`src/rtl/mips_control_unit.sv`:
```
// Main controller FSM for the multi-cycle MIPS datapath: walks each instruction
// through fetch/decode/execute/memory/writeback and drives the datapath controls.
module mips_control_unit #(
   parameter int OPCODE_WIDTH   = 6,
   parameter int FUNCT_WIDTH    = 6,
   parameter int ALU_CTRL_WIDTH = 3
) (
   input  logic                      clk,
   input  logic                      rst,
   input  logic [OPCODE_WIDTH-1:0]   opcode,
   input  logic [FUNCT_WIDTH-1:0]    funct,
   input  logic                      zero,
   output logic                      pc_en,
   output logic                      ir_write,
   output logic                      iord,
   output logic                      mem_write,
   output logic                      reg_write,
   output logic                      reg_dst,
   output logic                      mem_to_reg,
   output logic                      alu_src_a,
   output logic [1:0]                alu_src_b,
   output logic [ALU_CTRL_WIDTH-1:0] alu_control,
   output logic [1:0]                pc_src,
   output logic                      illegal_instr,
   output logic [3:0]                state
);

   typedef enum logic [3:0] {
      S_FETCH    = 4'd0,
      S_DECODE   = 4'd1,
      S_MEMADR   = 4'd2,
      S_MEMREAD  = 4'd3,
      S_MEMWB    = 4'd4,
      S_MEMWRITE = 4'd5,
      S_EXECUTE  = 4'd6,
      S_ALUWB    = 4'd7,
      S_BRANCH   = 4'd8,
      S_ADDIEX   = 4'd9,
      S_ADDIWB   = 4'd10,
      S_JUMP     = 4'd11
   } state_t;

   localparam logic [OPCODE_WIDTH-1:0] OP_RTYPE = OPCODE_WIDTH'(6'b000000);
   localparam logic [OPCODE_WIDTH-1:0] OP_LW    = OPCODE_WIDTH'(6'b100011);
   localparam logic [OPCODE_WIDTH-1:0] OP_SW    = OPCODE_WIDTH'(6'b101011);
   localparam logic [OPCODE_WIDTH-1:0] OP_BEQ   = OPCODE_WIDTH'(6'b000100);
   localparam logic [OPCODE_WIDTH-1:0] OP_ADDI  = OPCODE_WIDTH'(6'b001000);
   localparam logic [OPCODE_WIDTH-1:0] OP_J     = OPCODE_WIDTH'(6'b000010);

   localparam logic [FUNCT_WIDTH-1:0] FN_ADD = FUNCT_WIDTH'(6'b100000);
   localparam logic [FUNCT_WIDTH-1:0] FN_SUB = FUNCT_WIDTH'(6'b100010);
   localparam logic [FUNCT_WIDTH-1:0] FN_AND = FUNCT_WIDTH'(6'b100100);
   localparam logic [FUNCT_WIDTH-1:0] FN_OR  = FUNCT_WIDTH'(6'b100101);
   localparam logic [FUNCT_WIDTH-1:0] FN_SLT = FUNCT_WIDTH'(6'b101010);

   localparam logic [ALU_CTRL_WIDTH-1:0] ALU_ADD = ALU_CTRL_WIDTH'(3'b010);
   localparam logic [ALU_CTRL_WIDTH-1:0] ALU_SUB = ALU_CTRL_WIDTH'(3'b110);
   localparam logic [ALU_CTRL_WIDTH-1:0] ALU_AND = ALU_CTRL_WIDTH'(3'b000);
   localparam logic [ALU_CTRL_WIDTH-1:0] ALU_OR  = ALU_CTRL_WIDTH'(3'b001);
   localparam logic [ALU_CTRL_WIDTH-1:0] ALU_SLT = ALU_CTRL_WIDTH'(3'b111);

   state_t r_state;
   state_t w_next;

   function automatic logic f_funct_ok(input logic [FUNCT_WIDTH-1:0] fn);
      return (fn == FN_ADD) || (fn == FN_SUB) || (fn == FN_AND) ||
             (fn == FN_OR)  || (fn == FN_SLT);
   endfunction

   function automatic logic [ALU_CTRL_WIDTH-1:0] f_alu_ctrl(input logic [FUNCT_WIDTH-1:0] fn);
      case (fn)
         FN_SUB:  return ALU_SUB;
         FN_AND:  return ALU_AND;
         FN_OR:   return ALU_OR;
         FN_SLT:  return ALU_SLT;
         default: return ALU_ADD;
      endcase
   endfunction

   always_ff @(posedge clk) begin
      if (rst) r_state <= S_FETCH;
      else     r_state <= w_next;
   end

   always_comb begin
      pc_en         = 1'b0;
      ir_write      = 1'b0;
      iord          = 1'b0;
      mem_write     = 1'b0;
      reg_write     = 1'b0;
      reg_dst       = 1'b0;
      mem_to_reg    = 1'b0;
      alu_src_a     = 1'b0;
      alu_src_b     = 2'b00;
      alu_control   = ALU_ADD;
      pc_src        = 2'b00;
      illegal_instr = 1'b0;
      w_next        = S_FETCH;
      case (r_state)
         S_FETCH: begin
            ir_write  = 1'b1;
            pc_en     = 1'b1;
            alu_src_b = 2'b01;
            w_next    = S_DECODE;
         end
         S_DECODE: begin
            alu_src_b = 2'b11;
            // Unsupported encodings fall back to FETCH; PC already points past them
            case (opcode)
               OP_LW, OP_SW: w_next = S_MEMADR;
               OP_RTYPE: begin
                  if (f_funct_ok(funct)) w_next = S_EXECUTE;
                  else                   illegal_instr = 1'b1;
               end
               OP_BEQ:  w_next = S_BRANCH;
               OP_ADDI: w_next = S_ADDIEX;
               OP_J:    w_next = S_JUMP;
               default: illegal_instr = 1'b1;
            endcase
         end
         S_MEMADR: begin
            alu_src_a = 1'b1;
            alu_src_b = 2'b10;
            w_next    = (opcode == OP_LW) ? S_MEMREAD : S_MEMWRITE;
         end
         S_MEMREAD: begin
            iord   = 1'b1;
            w_next = S_MEMWB;
         end
         S_MEMWB: begin
            mem_to_reg = 1'b1;
            reg_write  = 1'b1;
         end
         S_MEMWRITE: begin
            iord      = 1'b1;
            mem_write = 1'b1;
         end
         S_EXECUTE: begin
            alu_src_a   = 1'b1;
            alu_control = f_alu_ctrl(funct);
            w_next      = S_ALUWB;
         end
         S_ALUWB: begin
            reg_dst   = 1'b1;
            reg_write = 1'b1;
         end
         S_BRANCH: begin
            alu_src_a   = 1'b1;
            alu_control = ALU_SUB;
            pc_src      = 2'b01;
            pc_en       = zero;
         end
         S_ADDIEX: begin
            alu_src_a = 1'b1;
            alu_src_b = 2'b10;
            w_next    = S_ADDIWB;
         end
         S_ADDIWB: reg_write = 1'b1;
         S_JUMP: begin
            pc_src = 2'b10;
            pc_en  = 1'b1;
         end
         default: w_next = S_FETCH;
      endcase
      // Reset abandons the current instruction without any architectural update
      if (rst) begin
         pc_en         = 1'b0;
         ir_write      = 1'b0;
         mem_write     = 1'b0;
         reg_write     = 1'b0;
         illegal_instr = 1'b0;
      end
   end

   assign state = r_state;

endmodule

```
`config.mk`:
```
export PLATFORM = sky130hd
export DESIGN_NAME = mips_control_unit
export DESIGN_NICKNAME = d
export VERILOG_FILES = /design/src/rtl/mips_control_unit.sv
export SDC_FILE = /design/constraint.sdc
export NUM_CORES = 1
export LEC_CHECK = 0
export ABC_CLOCK_PERIOD_IN_PS = 1400
export CAP_MARGIN = 20
export CORE_ASPECT_RATIO = 0.9
export CORE_MARGIN = 2
export CORE_UTILIZATION = 31
export DETAILED_ROUTE_END_ITERATION = 10
export PLACE_DENSITY = 0.8
export SYNTH_ARGS = -nofsm -noshare
export SYNTH_HDL_FRONTEND = slang
export SYNTH_SLANG_ARGS = --single-unit
```
`constraint.sdc`:
```
create_clock -name clk -period 1.4 [get_ports clk]
set_clock_uncertainty 0.1 [all_clocks]
set_input_delay 0.14 -clock clk [delete_from_list [all_inputs] [get_ports clk]]
set_output_delay 0.14 -clock clk [all_outputs]
set_load 0.05 [all_outputs]
```
==> flow_summary.toml, run 1 <==
[cts]
cts.htree.levels = 1
numCtsBuffers = 3
post-cts-setup-buffers = 14
root_buffer = "clkbuf_4"
ctsHoldBuffers = 0
cts.repair.resized = 65
cts_sinks = 4
cts_max_path_buffers = 2

[floorplanning]
die_w_um = 47.81
rows = 14
start_util_pct = 32.52
io_pins = 35
die_y_um = 43.43

[logic_synthesis]
netlist_area_um2 = 535.5
synth_edf_count = 0
seq_area_frac_synth_pct = 14.95
synth.top_cells.by_area = "dfxtp_1, a21oi_1, nor3_1"
synthTopCellsByCount = "a21oi_1, nor3_1, clkbuf_1"
ys_seq_elements = 4
synth.yosys.warnings = 0
synth_cells = 83
synthesis.nets = 98
async_flop_share_pct = 0
avgSynthCellArea_um2 = 6.452
yosysMostFrequentCell = "a21oi_1"
synth-main-ff-cell = "dfxtp_1"
ys_types = 30
synth_top_area_share_pct = 14.95
yosysTopAreaCell = "dfxtp_1"

[placement]
hpwl_mm = 2.553
gp_congestion = 0.8244
port_buffers = 34
post_dp_cell_area_mm2 = 0.001536

[outcome]
stop_stage = "clock tree synthesis (4_1_cts)"
status = "stopped before the end"
error = "[ERROR DPL-0038] Utilization greater than 100%, impossible to legalize"
per-stage QoR:
step           setup TNS, ps  instances  utilization [%]  hold WS [ps]  setup WS [ps]
2_1_floorplan          -3077         83                -         209.9         -430.1
3_3_place_gp           -2630        172            93.31         484.6         -542.5
3_5_place_dp           -3640        172            93.31         509.0         -707.4
cells by family after synthesis:
logic type,Yosys count,synth area share (%)
adders and majority gates,1,1.869
and+or+nand+nor,44,46.26
AOI/OAI and AO/OA,22,25.70
buffers and inverters,9,6.310
xor gates and xnor gates,3,4.907
DFF,4,14.95
==> run 2, diff against run 1 <==
- ABC_CLOCK_PERIOD_IN_PS: 1400 -> 1800
- CORE_AREA: unset -> 2 2 63 65
- CORE_ASPECT_RATIO: 0.9 -> unset
- CORE_MARGIN: 2 -> unset
- CORE_UTILIZATION: 31 -> unset
- DIE_AREA: unset -> 0 0 65 67
- PLACE_DENSITY: 0.8 -> unset
- PLACE_DENSITY_LB_ADDON: unset -> 0.15
- clock period: 1.4 -> 1.8 ns (I/O delays scaled with it)
==> run 2 against run 1 <==
The run now ends clean. Synthesized cell count did not move. Area after synthesis did not move.
==> flow_summary.toml, run 2 <==
[timing]
fin_crit_ps = 1797
worst_slew_pin_slew_ps = 387.3
rsz0062_at_grt = "yes"
whs_ps = 393.5
hold_viol = 0
post-route-period-util_pct = 99.81
max_freq_mhz = 556.6
setup_viol = 0
slew-limit-headroom_pct = 73.95
finalWorstSetupSlack_ps = 3.497
maxSlewViolCount = 0

[logic_synthesis]
synthTopCellsByCount = "a21oi_1, nor3_1, clkbuf_1"
synth-main-ff-cell = "dfxtp_1"
synth_top_family_by_area = "simple AND/OR/NAND/NOR gates"
synthSimpleGateAreaFrac_pct = 46.26
netlist_area_um2 = 535.5
synth.yosys.warnings = 0
synthesis.nets = 98
ys_seq_elements = 4
muxShareOfSynthArea_pct = 0
synth.top_cells.by_area = "dfxtp_1, a21oi_1, nor3_1"
ys_types = 30
synth_edf_count = 0
synth_top_area_share_pct = 14.95
synth_cells = 83
synthAdderAreaFrac_pct = 1.869
seq_area_frac_synth_pct = 14.95
avgSynthCellArea_um2 = 6.452
synth_xor_area_share_pct = 4.907
yosysMostFrequentCell = "a21oi_1"
async_flop_share_pct = 0
yosysTopAreaCell = "dfxtp_1"
synth_compound_area_share_pct = 25.70

[route]
drc = 0
vias = 825
wl_mm = 2.116
ant_nets = 0
drt-initial-drc-count = 7
vias_per_cell = 4.365
post_drt_wl_per_cell_um = 11.20
drtPass1Iterations = 4

[cts]
root_buffer = "clkbuf_8"
clk_pin_slew_worst_paths_ps = 30
cts.htree.levels = 1
cts_max_path_buffers = 2
numCtsBuffers = 3
cts_tree = "done"
clock_latency_ps = 220
cts_sinks = 4

[cells_and_area]
areaGrowthSynthToFinish_pct = 179.9
diodes = 0
layout_common_cells = "buf_4, buf_12, clkdlybuf4s50_1, nand2_1"
drive_above_1_share_pct = 60.28
fin_util_pct = 41.57
fill_cells = 356
final_cells = 189
nets = 158
final_common_cell = "buf_4"
finalInstanceArea_mm2 = 0.001499
largest_reg_flops = 4

[global_routing]
globalRouteMet2Util_pct = 19.72
track_usage_pct = 10.68
antenna_found_initial = 0
grt_pass1_wl_mm = 3.712
grt_max_degree = 11
grtUsageMet3_pct = 1.520
grt_remaining_overflow = 0
met1_usage_pct = 12.69
grt_pass1_vias = 829
busiest_layer = "met2"

[worst_setup_path]
max_stage_delay_ps = 510
path_delay_family = "simple AND/OR/NAND/NOR gates"
slowest_stage = "or4_4"
cp.depth = 4
critPathBufInv = 2
startpoint = "state[0]"
worstPathArrival_ps = 1520
regToRegSetupSlack_ps = 320
critPathCaptureType = "output pin"
path_cells = "buf_6 > or4_4 > a21oi_4 > buf_12"
ff2ff_path_depth = 4
start_kind = "flop"
critical_path_class = "flop to output pin"
r2r-end = "state[1]"
crit_fanout = 5
required_ps = 1520
rr_startpoint = "state[1]"

[floorplanning]
coreArea_mm2 = 0.003606
die_y_um = 67
dieArea_mm2 = 0.004355
start_util_pct = 14.85
io_pins = 35
rows = 22
die_w_um = 65

[placement]
place_inst = 182
post_dp_cell_area_mm2 = 0.001360
hpwl_mm = 1.747
gp_congestion = 0.7580
place_ws_ps = -257.7
port_buffers = 34

[outcome]
status = "finished clean"

[pwr]
clkPwrFrac_pct = 35.6
switching_share_pct = 32.46
power_density_mw_per_mm2 = 352.4
p_leak_nw = 0.5498
p_switching_mw = 0.1715
irDropWorstVdd_v = 0.0001208
internal_power_mw = 0.3568
sequentialPowerShare_pct = 17.9
pwr-share-comb_pct = 46.5

[min_path]
hold_class = "input pin to flop"
min_path_cells = 4
min_from = "opcode[4]"
min_to = "state[1]"

[run]
maxCapViolCount = 0
==> run 2: cell counts after synthesis <==
Identical to the previous run, type by type.
==> run 2: metal layers <==
| metal | routed length [um] | share of wire [%] | up-vias |
|---|---|---|---|
| li1 | - | - | 422 |
| met5 | 0 | 0 | - |
| met1 | 942 | 45 | 374 |
| met2 | 1057 | 50 | 27 |
| met3 | 105 | 5.0 | 2 |
| met4 | 11 | 0.52 | 0 |
==> run 2: repair_timing <==
item	in CTS	in global routing
hold buffers	0	0
endpoints found under the setup margin	3	7
pin swaps	7	4
gates cloned	0	0
buffers inserted	3	1
gates resized for setup	17	10
==> run 2: power by group through the flow <==
stage               clock [mW]  sequential [mW]  combinational, mW
floorplan                    0            0.104              0.106
global placement             0           0.0991              0.231
detailed placement           0           0.0991              0.233
CTS                      0.191           0.0959              0.241
global route             0.192           0.0953              0.263
finish                   0.188           0.0946              0.246
==> run 2: how the worst max path moves through the flow <==
stage	to	slack, ps
after CTS	pc_en	-0.8
final	pc_en	3
after detailed placement	illegal_instr	-260
after global routing	pc_en	-30
after floorplan	pc_en	-230
after global placement	illegal_instr	-260
==> run 2: per-stage QoR <==
step / setup TNS, ps / total power, mW
after global placement: -598.5 / 0.3305
after CTS: -0.7818 / 0.5280
after floorplan: -957.0 / 0.2104
after detailed placement: -576.4 / 0.3317
final: 0 / 0.5282
after global routing: -66.03 / 0.5504
==> run 2: worst register-to-register path: cells and delay by family (launching register included) <==
family	cells	cell delay, ps
AOI/OAI and AO/OA	1	140
and+or+nand+nor	3	820
DFF	1	340
==> run 2: final cells by class <==
class / count / area [um^2] / share of cell area (%)
Timing Repair Buffer: 62 / 678.2 / 45.24
Multi-Input combinational cell: 70 / 619.3 / 41.32
Sequential cell: 4 / 92.59 / 6.177
Tap cell: 48 / 60.06 / 4.007
Clock buffer: 3 / 41.29 / 2.755
Inverter: 2 / 7.507 / 0.5008
==> run 2: cells by family after synthesis <==
group	count (synthesis)
adder cells (fa/ha/maj)	1
AO/OA/AOI/OAI	22
flip-flops	4
AND/OR/NAND/NOR	44
buffers and inverters	9
XOR/XNOR	3
Power figures use the tool's default switching activity.
==> run 3, diff against run 2 <==
- GPL_TIMING_DRIVEN: unset -> 0
==> run 3 against run 2 <==
The run now ends with setup timing left. Clock power fell by 2%. Flip-flop and latch count did not move. Combinational power fell by 15%. Critical path depth did not move. Core utilization fell by 6.3 points. Global-route usage fell by 0.65 points. Die area did not move. Worst hold slack got worse by 130 ps. Power fell by 7.4%. First-iteration DRC count rose to 4.6 times the previous value. Sequential power rose by 1%. Critical path type unchanged. Largest cell class is now multi-input combinational cells. Largest power group unchanged. Highest routed layer unchanged.
==> flow_summary.toml, run 3 (synthesized netlist as in run 2, its figures left out) <==
[outcome]
status = "complete, but fails checks"
violations = "setup timing"

[floorplanning]
coreArea_mm2 = 0.003606
dieArea_mm2 = 0.004355
die_y_um = 67
io_pins = 35
start_util_pct = 14.85
die_w_um = 65
rows = 22

[run]
maxCapViolCount = 0

[cells_and_area]
largest_reg_flops = 4
nets = 140
fin_util_pct = 35.29
layout_common_cells = "clkdlybuf4s50_1, buf_4, nand2_1"
drive_above_1_share_pct = 53.66
final_common_cell = "clkdlybuf4s50_1"
areaGrowthSynthToFinish_pct = 137.6
diodes = 0

[cts]
clock_latency_ps = 210
clk_pin_slew_worst_paths_ps = 30
cts_sinks = 4
cts_max_path_buffers = 2
cts.htree.levels = 1
cts_tree = "done"
root_buffer = "clkbuf_8"
numCtsBuffers = 3

[worst_setup_path]
required_ps = 1520
critical_path_class = "flop to output pin"
start_kind = "flop"
worstPathArrival_ps = 1610
critPathCaptureType = "output pin"
crit_fanout = 8

[route]
drtPass1Iterations = 3
vias_per_cell = 4.515
drc = 0
vias = 772
ant_nets = 0
post_drt_wl_per_cell_um = 12.33
wl_mm = 2.108
drt-initial-drc-count = 32

[timing]
whs_ps = 261.1
setup-tns-final_ps = -169.8
maxSlewViolCount = 0
rsz0062_at_grt = "yes"
post-route-period-util_pct = 105.2
max_freq_mhz = 528.3
slew-limit-headroom_pct = 47.46
setup_viol = 4
hold_viol = 0
finalWorstSetupSlack_ps = -92.81
worst_slew_pin_slew_ps = 788.1
fin_crit_ps = 1893

[placement]
place_ws_ps = -1038
gp_congestion = 0.7228
port_buffers = 31
hpwl_mm = 1.588

[global_routing]
grt_pass1_wl_mm = 3.353
grt_remaining_overflow = 0
antenna_found_initial = 0
track_usage_pct = 10.03
grt_pass1_vias = 680
grt_max_degree = 11

[pwr]
p_total_mw = 0.4891
irDropWorstVdd_v = 0.0001389
power_density_mw_per_mm2 = 384.4
p_leak_nw = 0.4183

[min_path]
hold_class = "input pin to flop"
run 3: metrics by stage:
step,cells,cell area (um^2)
2_1_floorplan,83,688.2
3_3_place_gp,162,1059
3_5_place_dp,162,1059
4_1_cts,166,1211
5_1_grt,171,1272
6_report,171,1272
run 3: path summary, 6_finish.rpt:
kind,start,to,slack (ps),depth (start not counted)
min,opcode[2],state[1],260,3
min reg2reg,state[0],state[3],490,2
max reg2reg,state[1],state[1],300,4
max,state[0],pc_en,-90,4
run 3: layout make-up:
class | count | area (um^2)
buffer | 7 | 100.1
multi-input combinational | 70 | 640.6
timing repair buffer | 37 | 335.3
inverter | 2 | 7.507
clock buffer | 3 | 41.29
tap | 48 | 60.06
fill | 389 | 2333
sequential | 4 | 87.58
run 3: what timing repair did:
| action | 4_1_cts | 5_1_grt |
|---|---|---|
| setup buffers | 1 | 5 |
| endpoints found under the setup margin | 17 | 9 |
| hold buffers | 0 | 0 |
| pin swaps | 1 | 6 |
| resized for setup | 99 | 28 |
run 3: per-layer routing:
layer  wire length (um)  global-route usage [%]  up-vias  part of all wire, %
met5                  0                       0        -                    0
li1                   -                       -      388                    -
met3                115                   1.520        2                  5.5
met4                 19                   4.787        0                 0.90
met2                955                   14.95       24                   45
met1               1018                   13.97      358                   48
run 3: worst max-delay path, stage by stage, from the launching register on:
cell and delay, ps:
dfxtp_2 340, clkbuf_16 170, or4_4 570, a21oi_4 140, buf_6 180
run 3: report_power, final:
group	total (mW)	internal [mW]	switching, mW
registers	0.0955	0.0911	0.00437
logic	0.210	0.0916	0.118
clock network	0.184	0.142	0.0419
==> run 4, diff against run 3 <==
- SLEW_MARGIN: unset -> 20
==> results of run 4 <==
Final layout, timing and power as in run 3 (identical DEF).
